File: src/rtl/counter_arbiter_if.sv
// counter_arbiter_if: requester handshake and shared-counter signals for counter_arbiter
interface counter_arbiter_if #(
  parameter int N = 4,
  parameter int W = 4
);
  logic [N-1:0]   req;
  logic [N*W-1:0] len;
  logic [N-1:0]   grant;
  logic [N-1:0]   done;
  logic           cnt_en;
  logic           cnt_rst;
  logic [W-1:0]   cnt_value;
  modport master (output req, len, cnt_value, input grant, done, cnt_en, cnt_rst);
  modport slave  (input req, len, cnt_value, output grant, done, cnt_en, cnt_rst);
endinterface

File: src/rtl/counter_arbiter.sv
// counter_arbiter: round-robin sharing of one counter among N timed-interval requesters.
// Define COUNTER_ARBITER_ABORT_EN to let an owner cancel its operation by dropping req.
module counter_arbiter #(
  parameter int N = 4,
  parameter int W = 4
) (
  input logic               clk,
  input logic               rst,
  counter_arbiter_if.slave  bus
);
  localparam int PW = $clog2(N);
  typedef enum logic [1:0] {IDLE, CLEAR, RUN, FIN} state_t;
  state_t        state, state_n;
  logic [PW-1:0] ptr, owner, win, k, nxt;
  logic [W-1:0]  tgt;
  logic [N-1:0]  grant_q;
  logic [W-1:0]  lens [N];
  logic          any, drop, cnt_en, cnt_rst;
  for (genvar g = 0; g < N; g++) begin : g_len
    assign lens[g] = bus.len[g*W +: W];
  end
  // walk downward so the last hit is the first set bit at or above ptr
  always_comb begin
    win = '0;
    any = 1'b0;
    k   = '0;
    for (int i = N-1; i >= 0; i--) begin
      k = PW'((int'(ptr) + i) % N);
      if (bus.req[k]) begin
        win = k;
        any = 1'b1;
      end
    end
  end
`ifdef COUNTER_ARBITER_ABORT_EN
  assign drop = (state == CLEAR || state == RUN) && !bus.req[owner];
`else
  assign drop = 1'b0;
`endif
  assign nxt = (owner == PW'(N-1)) ? '0 : owner + 1'b1;
  always_comb begin
    state_n = state;
    cnt_en  = 1'b0;
    cnt_rst = 1'b0;
    case (state)
      IDLE:  state_n = any ? CLEAR : IDLE;
      CLEAR: begin
        cnt_rst = 1'b1;
        state_n = drop ? IDLE : RUN;
      end
      RUN: begin
        cnt_en  = (bus.cnt_value != tgt) && !drop;
        state_n = drop ? IDLE : (bus.cnt_value == tgt) ? FIN : RUN;
      end
      default: state_n = IDLE;
    endcase
  end
  always_ff @(posedge clk or negedge rst) begin
    if (!rst) begin
      state   <= IDLE;
      ptr     <= '0;
      tgt     <= '0;
      owner   <= '0;
      grant_q <= '0;
    end else begin
      state <= state_n;
      if (state == IDLE && any) begin
        tgt     <= lens[win];
        owner   <= win;
        grant_q <= N'(1) << win;
      end
      if (state == FIN || drop) begin
        grant_q <= '0;
        ptr     <= nxt;
      end
    end
  end
  assign bus.grant   = grant_q;
  assign bus.done    = (state == FIN) ? grant_q : '0;
  assign bus.cnt_en  = cnt_en;
  assign bus.cnt_rst = cnt_rst;
endmodule

File: src/flat_wrapper.sv
// flat-port wrapper written by rule: the top's interface ports become plain ports
module counter_arbiter_flat 
#(
  parameter int N = 4,
  parameter int W = 4
)
  (clk, rst, bus_req, bus_len, bus_cnt_value, bus_grant, bus_done, bus_cnt_en, bus_cnt_rst);
  counter_arbiter_if #(.N(N), .W(W)) bus_i ();
  input logic clk;
  input logic rst;
  input wire logic [$bits(bus_i.req)-1:0] bus_req;
  input wire logic [$bits(bus_i.len)-1:0] bus_len;
  input wire logic [$bits(bus_i.cnt_value)-1:0] bus_cnt_value;
  output wire logic [$bits(bus_i.grant)-1:0] bus_grant;
  output wire logic [$bits(bus_i.done)-1:0] bus_done;
  output wire logic [$bits(bus_i.cnt_en)-1:0] bus_cnt_en;
  output wire logic [$bits(bus_i.cnt_rst)-1:0] bus_cnt_rst;
  assign bus_i.req = bus_req;
  assign bus_i.len = bus_len;
  assign bus_i.cnt_value = bus_cnt_value;
  assign bus_grant = bus_i.grant;
  assign bus_done = bus_i.done;
  assign bus_cnt_en = bus_i.cnt_en;
  assign bus_cnt_rst = bus_i.cnt_rst;
  counter_arbiter #(.N(N), .W(W)) u_core (.clk(clk), .rst(rst), .bus(bus_i));
endmodule
File: config.mk
export PLATFORM = sky130hd
export DESIGN_NAME = counter_arbiter_flat
export DESIGN_NICKNAME = d
export VERILOG_FILES = /design/src/rtl/counter_arbiter_if.sv /design/src/rtl/counter_arbiter.sv /design/src/flat_wrapper.sv
export SDC_FILE = /design/constraint.sdc
export NUM_CORES = 1
export LEC_CHECK = 0
export CORE_MARGIN = 2
export CORE_UTILIZATION = 25
export DETAILED_ROUTE_END_ITERATION = 16
export DONT_BUFFER_PORTS = 1
export SYNTH_ARGS = -nofsm -noshare
export SYNTH_HDL_FRONTEND = slang
export SYNTH_SLANG_ARGS = --single-unit
File: constraint.sdc
create_clock -name clk -period 1.6 [get_ports clk]
set_clock_uncertainty 0.1 [all_clocks]
set_input_delay 0.32 -clock clk [delete_from_list [all_inputs] [get_ports clk]]
set_output_delay 0.32 -clock clk [all_outputs]
set_load 0.005 [all_outputs]
==> key figures, run 1 <==
Worst hold path
  – Min-delay src: bus_len[6]
  – Hold path endpoint: u_core.tgt[2]$_DFFE_PN0P_
  – Min-Delay Path Depth: 2
  – Hold Crit Class: in -> reg

Timing
  – WHS: 0.168 ns
  – Final Slew Violations: 0
  – Worst slew pin tran: 0.643 ns
  – Rel. slew slack: between 50% and 60%
  – Crit share post-route: 104%
  – Final setup vio count: 7
  – Setup TNS: -0.333 ns
  – Final setup margin: -0.0682 ns
  – RSZ-0062 raised after global routing: yes
  – Crit path time final: 1.67 ns
  – Hold Vio Cnt, Final: 0
  – F_max: roughly 600 MHz

Run status
  – Failing checks: setup timing
  – Status: finished with violations

Yosys
  – Synthesized net count: 120
  – Synth cell types: 30
  – Cells after Synth: between 80 and 90
  – Adder-cell share of the synthesized area: 6.93%
  – XOR/XNOR Fraction of Synth Area: 3.88%
  – Synth Area in Compound Gates: between 20 and 25%
  – Largest family of logic cells by synthesized area: compound AO/OA/AOI/OAI gates
  – Synthesized area per cell: approximately 10 µm²
  – Ys Warns: 0
  – Mux share of post-synthesis cell area: roughly 6.8%
  – Post-synthesis simple-gate area fraction: approximately 17%
  – Share of the yosys chip area belonging to registers: ~39%
  – Cell area after synthesis: 903 µm²
  – Synth Register Bits: 14

CTS
  – CTS root buf: clkbuf_4
  – # H-tree levels: 1
  – CTS Buffer Depth: 2
  – Latest clock arrival within the worst-skew pair: about 0.27 ns
  – Clock buffer count from CTS: 3
  – CTS tree: yes
  – Reg clk slew, reported paths: ~0.08 ns
  – Clk sinks: 14

Detailed routing
  – WL per Instance: around 14 µm
  – Routed vias: 767
  – WL final: 2.17 mm
  – Drt pass-1 iters: 3
  – Routed Antenna Nets: 0
  – Via/cell ratio: approximately 4.9
  – DRC viols: 0
  – Iter 0 DRT Violations: 2

Global route
  – Vias in the first global route: approximately 760
  – Overflow after GRT: 0
  – Largest net degree at the start of global routing: 15
  – Global-route wire length before repair: 3.41 mm
  – Initial antenna violation count: 0
  – Total GRT Usage: 10.4%

Critical path
  – Critical Path RT: between 1.5 and 2 ns
  – CP Cell Sequence: mux2i_4, a21oi_4, and2_4, a2111oi_4, a211oi_1
  – FF-to-FF path depth: 5
  – Slowest CP cell: dfrtp_2
  – CP Data Arrival Time: ~1.7 ns
  – FF-to-FF Start: u_core.ptr[1]$_DFFE_PN0N_
  – Crit-path leading delay family: compound AO/OA/AOI/OAI gates
  – Critical Path Sink Type: flop
  – Slowest stage delay, CP: approximately 0.44 ns
  – Max FO, Critical Path: 6
  – Crit start category: flop
  – WP buf/inv: 0
  – CP Class: reg -> reg
  – Reg-to-reg slack, setup: -0.07 ns
  – FF-to-FF End: u_core.tgt[0]$_DFFE_PN0P_

Run
  – Max-capacitance violation count: 0

Final layout
  – Register area: about 350 µm²
  – Antenna cell count: 0
  – Cell area after layout: between 1000 and 1500 µm²
  – Ratio of cells with drive above 1 in the final layout: between 40 and 50%
  – Multi-input gate area: approximately 670 µm²
  – Layout area overhead: 42.4%
  – Number of nets in the layout: roughly 140
  – Non-Filler Instances: roughly 160
  – Post-layout util: around 38%
  – FILL cells: about 360

Floorplanning
  – Die height: ~64 µm
  – DIE WIDTH: 64.1 µm
  – Die ar.: 4110 µm²
  – # IOs: 36
  – Initial Utilization: between 20% and 30%
  – CORE AREA: around 3400 µm²
  – Rows: 21

Place
  – PortBufs: 0
  – Gpl congestion: about 0.81
  – Placed insts: 141
  – Place WS: -0.127 ns
  – Hpwl dp: around 1.7 mm
  – DP Area: about 1000 µm²

Pwr
  – Power Density: ~1800 nW/µm²
  – Switching pwr: between 0.9 and 1 mW
  – Tot Pwr: around 2.3 mW
  – Peak supply drop: roughly 0.8 mV
  – P_int: roughly 1.3 mW
  – Reg power frac: a little under a third
  – Switching portion of total power: approximately two fifths
  – Comb pwr share: between 60% and 70%
  – LEAKAGE: 0.525 nW
  – Clock power share: 8.6%
-- synthesized netlist by cell type --
cell       instances  area (µm²)
dfrtp_1           14         350
a21oi_1            7        35.0
nand2_1            7        26.3
nor2_1             6        22.5
and2_1             5        31.3
ha_1               5        62.6
mux2i_1            5        50.1
a2111oi_0          4        35.0
a211oi_1           4        30.0
a21boi_0           4        30.0
xor2_1             4        35.0
inv_1              3        11.3
nand3_1            2        10.0
o21ai_0            2        10.0
or3_1              2        12.5
a21o_1             1        7.51
a21o_2             1        8.76
a21oi_4            1        16.3
a2bb2oi_1          1        8.76
and2_4             1        8.76
buf_4              1        7.51
buf_6              1        11.3
mux2_2             1        11.3
nand2_4            1        11.3
nand3b_1           1        7.51
nor2b_1            1        6.26
nor3b_2            1        12.5
nor4_1             1        6.26
o41a_1             1        11.3
o41ai_2            1        16.3
-- sequential cells by signal, indices dropped and copies added (netlist names) --
| name | cells |
|---|---|
| u_core.bus.grant | 4 |
| u_core.ptr | 2 |
| u_core.tgt | 4 |
| u_core.state | 2 |
| u_core.owner | 2 |
-- worst max-delay path by stage --
stage | slack, ns | depth (start not counted) | to | startpoint
after detailed placement | -0.13 | 5 | u_core.tgt[0]$_DFFE_PN0P_ | u_core.ptr[1]$_DFFE_PN0N_
final | -0.07 | 5 | u_core.tgt[0]$_DFFE_PN0P_ | u_core.ptr[1]$_DFFE_PN0N_
after CTS | -0.08 | 3 | bus_cnt_en | u_core.tgt[2]$_DFFE_PN0P_
after floorplan | 0.0001 | 5 | u_core.tgt[0]$_DFFE_PN0P_ | u_core.ptr[1]$_DFFE_PN0N_
after global routing | -0.13 | 5 | u_core.tgt[0]$_DFFE_PN0P_ | u_core.ptr[1]$_DFFE_PN0N_
after global placement | -0.08 | 5 | u_core.tgt[0]$_DFFE_PN0P_ | u_core.ptr[1]$_DFFE_PN0N_
-- power by group through the flow --
stage / Clock [mW] / Sequential, mW / Combinational, mW
floorplan: 0 / 0.640 / 0.735
global placement: 0 / 0.667 / 0.998
global route: 0.220 / 0.711 / 1.50
CTS: 0.199 / 0.676 / 1.16
finish: 0.194 / 0.685 / 1.39
detailed placement: 0 / 0.677 / 1.02
-- kinds of logic (layout without fill, tap and decap cells) --
kind of cell    count (synthesis)  in the layout
simple gates                   28             28
compound gates                 27             27
flops                          14             14
mux                             6              6
fa+ha+maj                       5              5
buf+inv                         5             27
xor+xnor                        4              4
-- routing by layer --
metal | up-vias | share of wire [%] | global-route usage, %
met2 | 32 | 46 | 17.2
met1 | 357 | 42 | 11.8
met3 | 4 | 11 | 4.58
met5 | - | 0 | 0
li1 | 374 | - | -
met4 | 0 | 1.0 | 3.99
-- layout make-up --
type | count | area share, %
Sequential cell | 14 | 27.4
Tap cell | 46 | 4.47
Clock buffer | 3 | 1.75
Multi-Input combinational cell | 70 | 52.0
Inverter | 3 | 0.875
Timing Repair Buffer | 21 | 13.4
-- repair_timing --
| action | 4_1_cts | 5_1_grt |
|---|---|---|
| setup endpoints to repair | 11 | 14 |
| resized for setup | 10 | 14 |
| hold endpoints to repair | 14 | 0 |
| setup buffers | 3 | 9 |
| pin swaps | 8 | 8 |
| hold buffers | 1 | 0 |
| gates cloned | 0 | 0 |
-- layout by cell type (no fill, tap or decap), types with 2 or more instances in the layout --
cell type,netlist,layout
dfrtp_1,14,12
and2_4,1,2
inv_1,3,2
nand2_1,7,7
mux2i_1,5,4
a21oi_2,0,4
buf_4,1,19
nor2_1,6,6
and2_1,5,3
ha_1,5,4
dfrtp_2,0,2
a2111oi_4,0,4
xor2_1,4,4
o21ai_0,2,2
a21oi_1,7,3
a211oi_1,4,3
clkbuf_4,0,3
a21boi_1,0,4
(Power assumes the default switching activity.)
==> run 2: changes to the inputs <==
--- a/config.mk
+++ b/config.mk
@@ -5,6 +5,7 @@
 export SDC_FILE = /design/constraint.sdc
 export NUM_CORES = 1
 export LEC_CHECK = 0
+export CAP_MARGIN = 15
 export CORE_MARGIN = 2
 export CORE_UTILIZATION = 25
 export DETAILED_ROUTE_END_ITERATION = 16
@@ -12,3 +13,4 @@
 export SYNTH_ARGS = -nofsm -noshare
 export SYNTH_HDL_FRONTEND = slang
 export SYNTH_SLANG_ARGS = --single-unit
+export TNS_END_PERCENT = 50
==> constraint.sdc (replaced) <==
create_clock -name clk -period 1.7 [get_ports clk]
set_clock_uncertainty 0.1 [all_clocks]
set_input_delay 0.34 -clock clk [delete_from_list [all_inputs] [get_ports clk]]
set_output_delay 0.34 -clock clk [all_outputs]
set_load 0.005 [all_outputs]
==> run 2 against run 1 <==
- the run still ends with setup timing left
- clock power down 2%
- sequential share of layout area rose by 2.9 points
- hold slack improved by 0.023 ns
- design area down 10%
- combinational power fell by 24%
- first-iteration DRC count rose to 5.0 times the previous value
- sequential power decreased by 7.9%
- critical path depth is the same
- via count fell by 3.8%
- flip-flop and latch count stayed put
- register-to-register slack improved by 0.03 ns
- utilization fell by 3.8 points
- largest cell class unchanged
==> key figures, run 2 (synthesis gave the netlist of run 1 again) <==
Run status
  – Failing checks: setup timing
  – Status: finished with violations

Final layout
  – Cell area after layout: 1160 µm² (-10%)
  – Most common cell after layout, fill and taps aside: dfrtp_1
  – Layout area overhead: 28.0%
  – Antenna cell count: 0 (unchanged)
  – Commonest non-fill, non-tap cells in the layout: dfrtp_1 (14), buf_4 (10), a21oi_1 (7), nand2_1 (7), nor2_1 (6)
  – Number of nets in the layout: 135 (-6.3%)
  – Ratio of cells with drive above 1 in the final layout: 32.4% (-13 points)
  – FILL cells: 375 (+3.6%)

Floorplanning
  – # IOs: 36 (unchanged)
  – Rows: 21 (unchanged)
  – Die ar.: 4110 µm² (unchanged)
  – CORE AREA: 3420 µm² (unchanged)
  – Die height: 64.1 µm (unchanged)
  – Initial Utilization: 26.4% (unchanged)
  – DIE WIDTH: 64.1 µm (unchanged)

Global route
  – Largest net degree at the start of global routing: 15 (unchanged)
  – Total GRT Usage: 11.5% (+1.0 points)
  – Global-route wire length before repair: 3.64 mm (+6.9%)
  – Overflow after GRT: 0 (unchanged)
  – Vias in the first global route: 781 (+3.4%)
  – Initial antenna violation count: 0 (unchanged)

Detailed routing
  – WL final: 2.21 mm (+1.7%)
  – Iter 0 DRT Violations: 10 (+8)
  – WL per Instance: 14.9 µm (+7.9%)
  – Routed vias: 738 (-3.8%)
  – Routed Antenna Nets: 0 (unchanged)
  – Via/cell ratio: 4.99 (+2.1%)
  – Drt pass-1 iters: 3 (unchanged)
  – DRC viols: 0 (unchanged)

Timing
  – Crit share post-route: 102% (-1.8 points)
  – F_max: 574 MHz (-4.2%)
  – Worst slew pin tran: 0.679 ns (+0.0362 ns)
  – RSZ-0062 raised after global routing: yes
  – Final setup vio count: 4 (-3)
  – Hold Vio Cnt, Final: 0 (unchanged)
  – WHS: 0.191 ns (+0.0227 ns)
  – Crit path time final: 1.74 ns (+0.0732 ns)
  – Final Slew Violations: 0 (unchanged)
  – Rel. slew slack: 54.6% (-2.4 points)
  – Final setup margin: -0.0414 ns (+0.0268 ns)

Critical path
  – Critical Path RT: 1.75 ns (+0.09 ns)
  – Critical Path Sink Type: flop
  – CP Class: reg -> reg
  – Critical Path End: u_core.tgt[1]$_DFFE_PN0P_
  – Crit start category: flop
  – Max FO, Critical Path: 6 (unchanged)
  – FF-to-FF Start: u_core.ptr[1]$_DFFE_PN0N_
  – Reg-to-reg slack, setup: -0.04 ns (+0.03 ns)
  – Crit. Startpoint: u_core.ptr[1]$_DFFE_PN0N_
  – FF-to-FF path depth: 5 (unchanged)
  – CP Data Arrival Time: 1.80 ns (+0.08 ns)
  – FF-to-FF End: u_core.tgt[1]$_DFFE_PN0P_

Pwr
  – Power Density: 1620 nW/µm² (-7.8%)
  – Peak supply drop: 0.581 mV (-29%)
  – Tot Pwr: 1.88 mW (-17%)
  – LEAKAGE: 0.472 nW (-10%)

CTS
  – # H-tree levels: 1 (unchanged)
  – Clock buffer count from CTS: 3 (unchanged)
  – CTS root buf: clkbuf_4
  – CTS tree: yes
  – Reg clk slew, reported paths: 0.08 ns (about the same)
  – Latest clock arrival within the worst-skew pair: 0.28 ns (about the same)
  – CTS Buffer Depth: 2 (unchanged)
  – Clk sinks: 14 (unchanged)

Place
  – Place WS: -0.121 ns (+0.00633 ns)
  – PortBufs: 0 (unchanged)
  – DP Area: 987 µm² (-6.0%)
  – Hpwl dp: 1.70 mm (+0.14%)
  – Gpl congestion: 0.822 (+1.4%)

Run
  – Max-capacitance violation count: 0 (unchanged)

Worst hold path
  – Hold Crit Class: in -> reg
run 2: cell count changes in the layout (fill, tap and decap cells not counted), moves of 3 or more:
cell and delta:
a2111oi_4 -3, buf_4 -9, a21oi_2 -4, a21oi_1 +4
a21boi_1 -3
run 2: final cells by class:
cell class	instances	area, µm²	share of cell area (%)
multi-input combinational	70	618	53.5
inverter	3	11.3	0.974
tap	46	57.6	4.98
sequential	14	350	30.3
timing repair buffer	12	96.3	8.33
clock buffer	3	22.5	1.95
run 2: repair_timing:
| action | 4_1_cts | 5_1_grt |
|---|---|---|
| resized for setup | 5 | 19 |
| hold buffers | 1 | 0 |
| gates cloned | 0 | 0 |
| endpoints found under the setup margin | 10 | 9 |
| pin swaps | 4 | 4 |
| setup buffers | 5 | 0 |
| endpoints found under the hold margin | 14 | 0 |
run 2: metrics by stage:
step                TNS [ns]  utilization [%]  instances
floorplan                  0                -         89
global placement           0             28.9        139
detailed placement    -0.309             28.9        139
CTS                   -0.149             31.4        148
global route          -0.624             33.8        148
finish               -0.0683             33.8        148
run 2: worst min-delay path by stage:
stage | start | endpoint | depth (start not counted) | slack [ns]
2_1_floorplan | rst | u_core.bus.grant[0]$_DFFE_PN0P_ | 0 | -0.06
3_3_place_gp | rst | u_core.bus.grant[2]$_DFFE_PN0P_ | 0 | -0.06
3_5_place_dp | rst | u_core.bus.grant[2]$_DFFE_PN0P_ | 0 | -0.06
4_1_cts | bus_len[13] | u_core.tgt[1]$_DFFE_PN0P_ | 2 | 0.18
5_1_grt | bus_len[13] | u_core.tgt[1]$_DFFE_PN0P_ | 2 | 0.20
6_report | bus_len[13] | u_core.tgt[1]$_DFFE_PN0P_ | 2 | 0.19
run 2: critical path, cell delays in order (launching register included):
cell	delay, ns
dfrtp_1	0.44
mux2i_2	0.30
a21oi_4	0.09
and2_4	0.19
a2111oi_1	0.40
a211oi_1	0.09
run 2: power breakdown:
group / switching, mW / leakage [nW] / internal (mW) / total, mW
clock: 0.108 / 0.0138 / 0.0822 / 0.190
combinational: 0.532 / 0.287 / 0.522 / 1.05
sequential: 0.141 / 0.171 / 0.490 / 0.631
run 2: layer usage:
layer  vias up  part of all wire, %  wire, µm  track usage, %
met5         -                    0         0               0
met4         0                  1.9        43            5.85
met3         5                  9.4       208            4.23
met2        34                   42       935            17.4
met1       346                   46      1020            14.1
li1        353                    -         -               -
==> run 3: changes to the inputs <==
--- a/config.mk
+++ b/config.mk
@@ -6,7 +6,6 @@
 export NUM_CORES = 1
 export LEC_CHECK = 0
 export CAP_MARGIN = 15
-export CORE_MARGIN = 2
 export CORE_UTILIZATION = 25
 export DETAILED_ROUTE_END_ITERATION = 16
 export DONT_BUFFER_PORTS = 1
==> run 3 against run 2 <==
- combinational power shrank 5%
- largest power group unchanged
- flip-flop and latch count is the same
- design area fell by 4.4%
- register-to-register slack better by 0.06 ns
- via count decreased by 2.4%
- the flow still finishes with violations (setup timing)
- highest routed layer unchanged
==> key figures, run 3 (synthesis gave the netlist of run 1 again) <==
Floorplanning
  – # IOs: 36 (unchanged)
  – CORE AREA: 3390 µm² (-0.77%)
  – DIE WIDTH: 62.1 µm (-3.1%)
  – Initial Utilization: 26.7% (+0.21 points)
  – Rows: 21 (unchanged)
  – Die ar.: 3860 µm² (-6.1%)
  – Die height: 62.1 µm (-3.1%)

CTS
  – Clk sinks: 14 (unchanged)
  – Latest clock arrival within the worst-skew pair: 0.27 ns (about the same)
  – CTS root buf: clkbuf_4
  – CTS Buffer Depth: 2 (unchanged)
  – Clock buffer count from CTS: 3 (unchanged)
  – CTS tree: yes
  – Reg clk slew, reported paths: 0.08 ns (about the same)
  – # H-tree levels: 1 (unchanged)

Timing
  – Crit share post-route: 102% (-0.41 points)
  – F_max: 577 MHz (+0.40%)
  – Worst slew pin tran: 0.650 ns (-0.0299 ns)
  – Crit path time final: 1.73 ns (-0.00694 ns)
  – Hold Vio Cnt, Final: 0 (unchanged)
  – Rel. slew slack: 56.6% (+2.0 points)
  – RSZ-0062 raised after global routing: yes
  – Final setup margin: -0.0345 ns (+0.00694 ns)
  – Final setup vio count: 1 (-3)
  – Setup TNS: -0.0345 ns (+0.0338 ns)
  – Final Slew Violations: 0 (unchanged)

Global route
  – Global-route wire length before repair: 3.32 mm (-8.9%)
  – Vias in the first global route: 701 (-10%)
  – Overflow after GRT: 0 (unchanged)
  – Total GRT Usage: 11.2% (-0.23 points)
  – Largest net degree at the start of global routing: 15 (unchanged)
  – Initial antenna violation count: 0 (unchanged)

Detailed routing
  – Routed Antenna Nets: 0 (unchanged)
  – Routed vias: 720 (-2.4%)
  – WL per Instance: 14.4 µm (-3.5%)
  – Drt pass-1 iters: 4 (+1)
  – Via/cell ratio: 4.97 (-0.42%)
  – DRC viols: 0 (unchanged)
  – Iter 0 DRT Violations: 28 (+18)
  – WL final: 2.09 mm (-5.4%)

Pwr
  – Tot Pwr: 1.81 mW (-3.7%)
  – Peak supply drop: 0.315 mV (-46%)
  – Power Density: 1640 nW/µm² (+0.81%)
  – LEAKAGE: 0.454 nW (-3.8%)

Place
  – DP Area: 987 µm² (unchanged)
  – PortBufs: 0 (unchanged)
  – Hpwl dp: 1.61 mm (-5.1%)
  – Gpl congestion: 0.760 (-7.6%)

Final layout
  – Commonest non-fill, non-tap cells in the layout: dfrtp_1 (13), a21oi_1 (7), nand2_1 (7), nor2_1 (6), buf_4 (6)
  – Ratio of cells with drive above 1 in the final layout: 28.3% (-4.1 points)
  – Cell area after layout: 1100 µm² (-4.4%)
  – Post-layout util: 32.6% (-1.3 points)
  – Layout area overhead: 22.3%
  – Antenna cell count: 0 (unchanged)
  – Number of nets in the layout: 132 (-2.2%)
  – Most common cell after layout, fill and taps aside: dfrtp_1

Critical path
  – CP Class: reg -> out
  – FF-to-FF End: u_core.tgt[3]$_DFFE_PN0P_
  – Crit. Startpoint: u_core.tgt[1]$_DFFE_PN0P_
  – Reg-to-reg slack, setup: 0.02 ns (+0.06 ns)
  – FF-to-FF path depth: 6 (+1)
  – Critical Path RT: 1.26 ns (-0.49 ns)
  – Crit start category: flop
  – Max FO, Critical Path: 2 (-4)
  – CP Data Arrival Time: 1.29 ns (-0.51 ns)
  – Critical Path Sink Type: primary output
  – FF-to-FF Start: u_core.ptr[1]$_DFFE_PN0N_

Run
  – Max-capacitance violation count: 0 (unchanged)

Run status
  – Failing checks: setup timing
  – Status: finished with violations

Worst hold path
  – Min-delay src: bus_len[13]
  – Hold path endpoint: u_core.tgt[1]$_DFFE_PN0P_
  – Hold Crit Class: in -> reg
  – Min-Delay Path Depth: 2 (unchanged)
[run 3: worst max-delay path by stage]
stage                           endpoint  slack [ns]  cells past startpoint
2_1_floorplan  u_core.tgt[0]$_DFFE_PN0P_        0.03                      5
3_3_place_gp   u_core.tgt[2]$_DFFE_PN0P_       -0.13                      3
3_5_place_dp   u_core.tgt[2]$_DFFE_PN0P_       -0.26                      3
4_1_cts                       bus_cnt_en       -0.03                      4
5_1_grt                       bus_cnt_en       -0.12                      4
6_report                      bus_cnt_en       -0.03                      4
[run 3: report_power, final]
part | switching, mW | leakage, nW | internal [mW] | total, mW
clock network | 0.100 | 0.0138 | 0.0818 | 0.182
logic | 0.509 | 0.270 | 0.492 | 1.00
registers | 0.131 | 0.170 | 0.493 | 0.624
[run 3: layout make-up]
| cell class | count | area, µm² |
|---|---|---|
| fill | 346 | 2280 |
| tap | 46 | 57.6 |
| multi-input combinational | 70 | 584 |
| inverter | 3 | 11.3 |
| clock buffer | 3 | 22.5 |
| sequential | 14 | 352 |
| timing repair buffer | 9 | 77.6 |
[run 3: per-layer routing]
layer | GRT usage, % | routed length [µm] | vias to the layer above
li1 | - | - | 349
met1 | 13.7 | 938 | 338
met4 | 3.49 | 15 | 0
met3 | 3.49 | 108 | 4
met2 | 18.8 | 1030 | 29
met5 | 0 | 0 | -
[run 3: stage by stage]
| step | hold WS [ns] | setup slack, ns | instances |
|---|---|---|---|
| after floorplan | -0.0556 | 0.0301 | 89 |
| after global placement | -0.0553 | -0.135 | 139 |
| after detailed placement | -0.0553 | -0.260 | 139 |
| after CTS | 0.230 | -0.0289 | 144 |
| after global routing | 0.217 | -0.116 | 145 |
| final | 0.216 | -0.0345 | 145 |
[run 3: worst max-delay path: stages (launching register included)]
cell	delay (ns)
dfrtp_1	0.39
xor2_1	0.14
nor4_1	0.27
buf_4	0.17
nor2b_2	0.04
[run 3: what timing repair did]
item,4_1_cts,5_1_grt
endpoints found under the hold margin,14,0
setup buffers,1,0
pin swaps,6,4
endpoints found under the setup margin,11,7
gates resized for setup,13,8
hold buffers,1,0
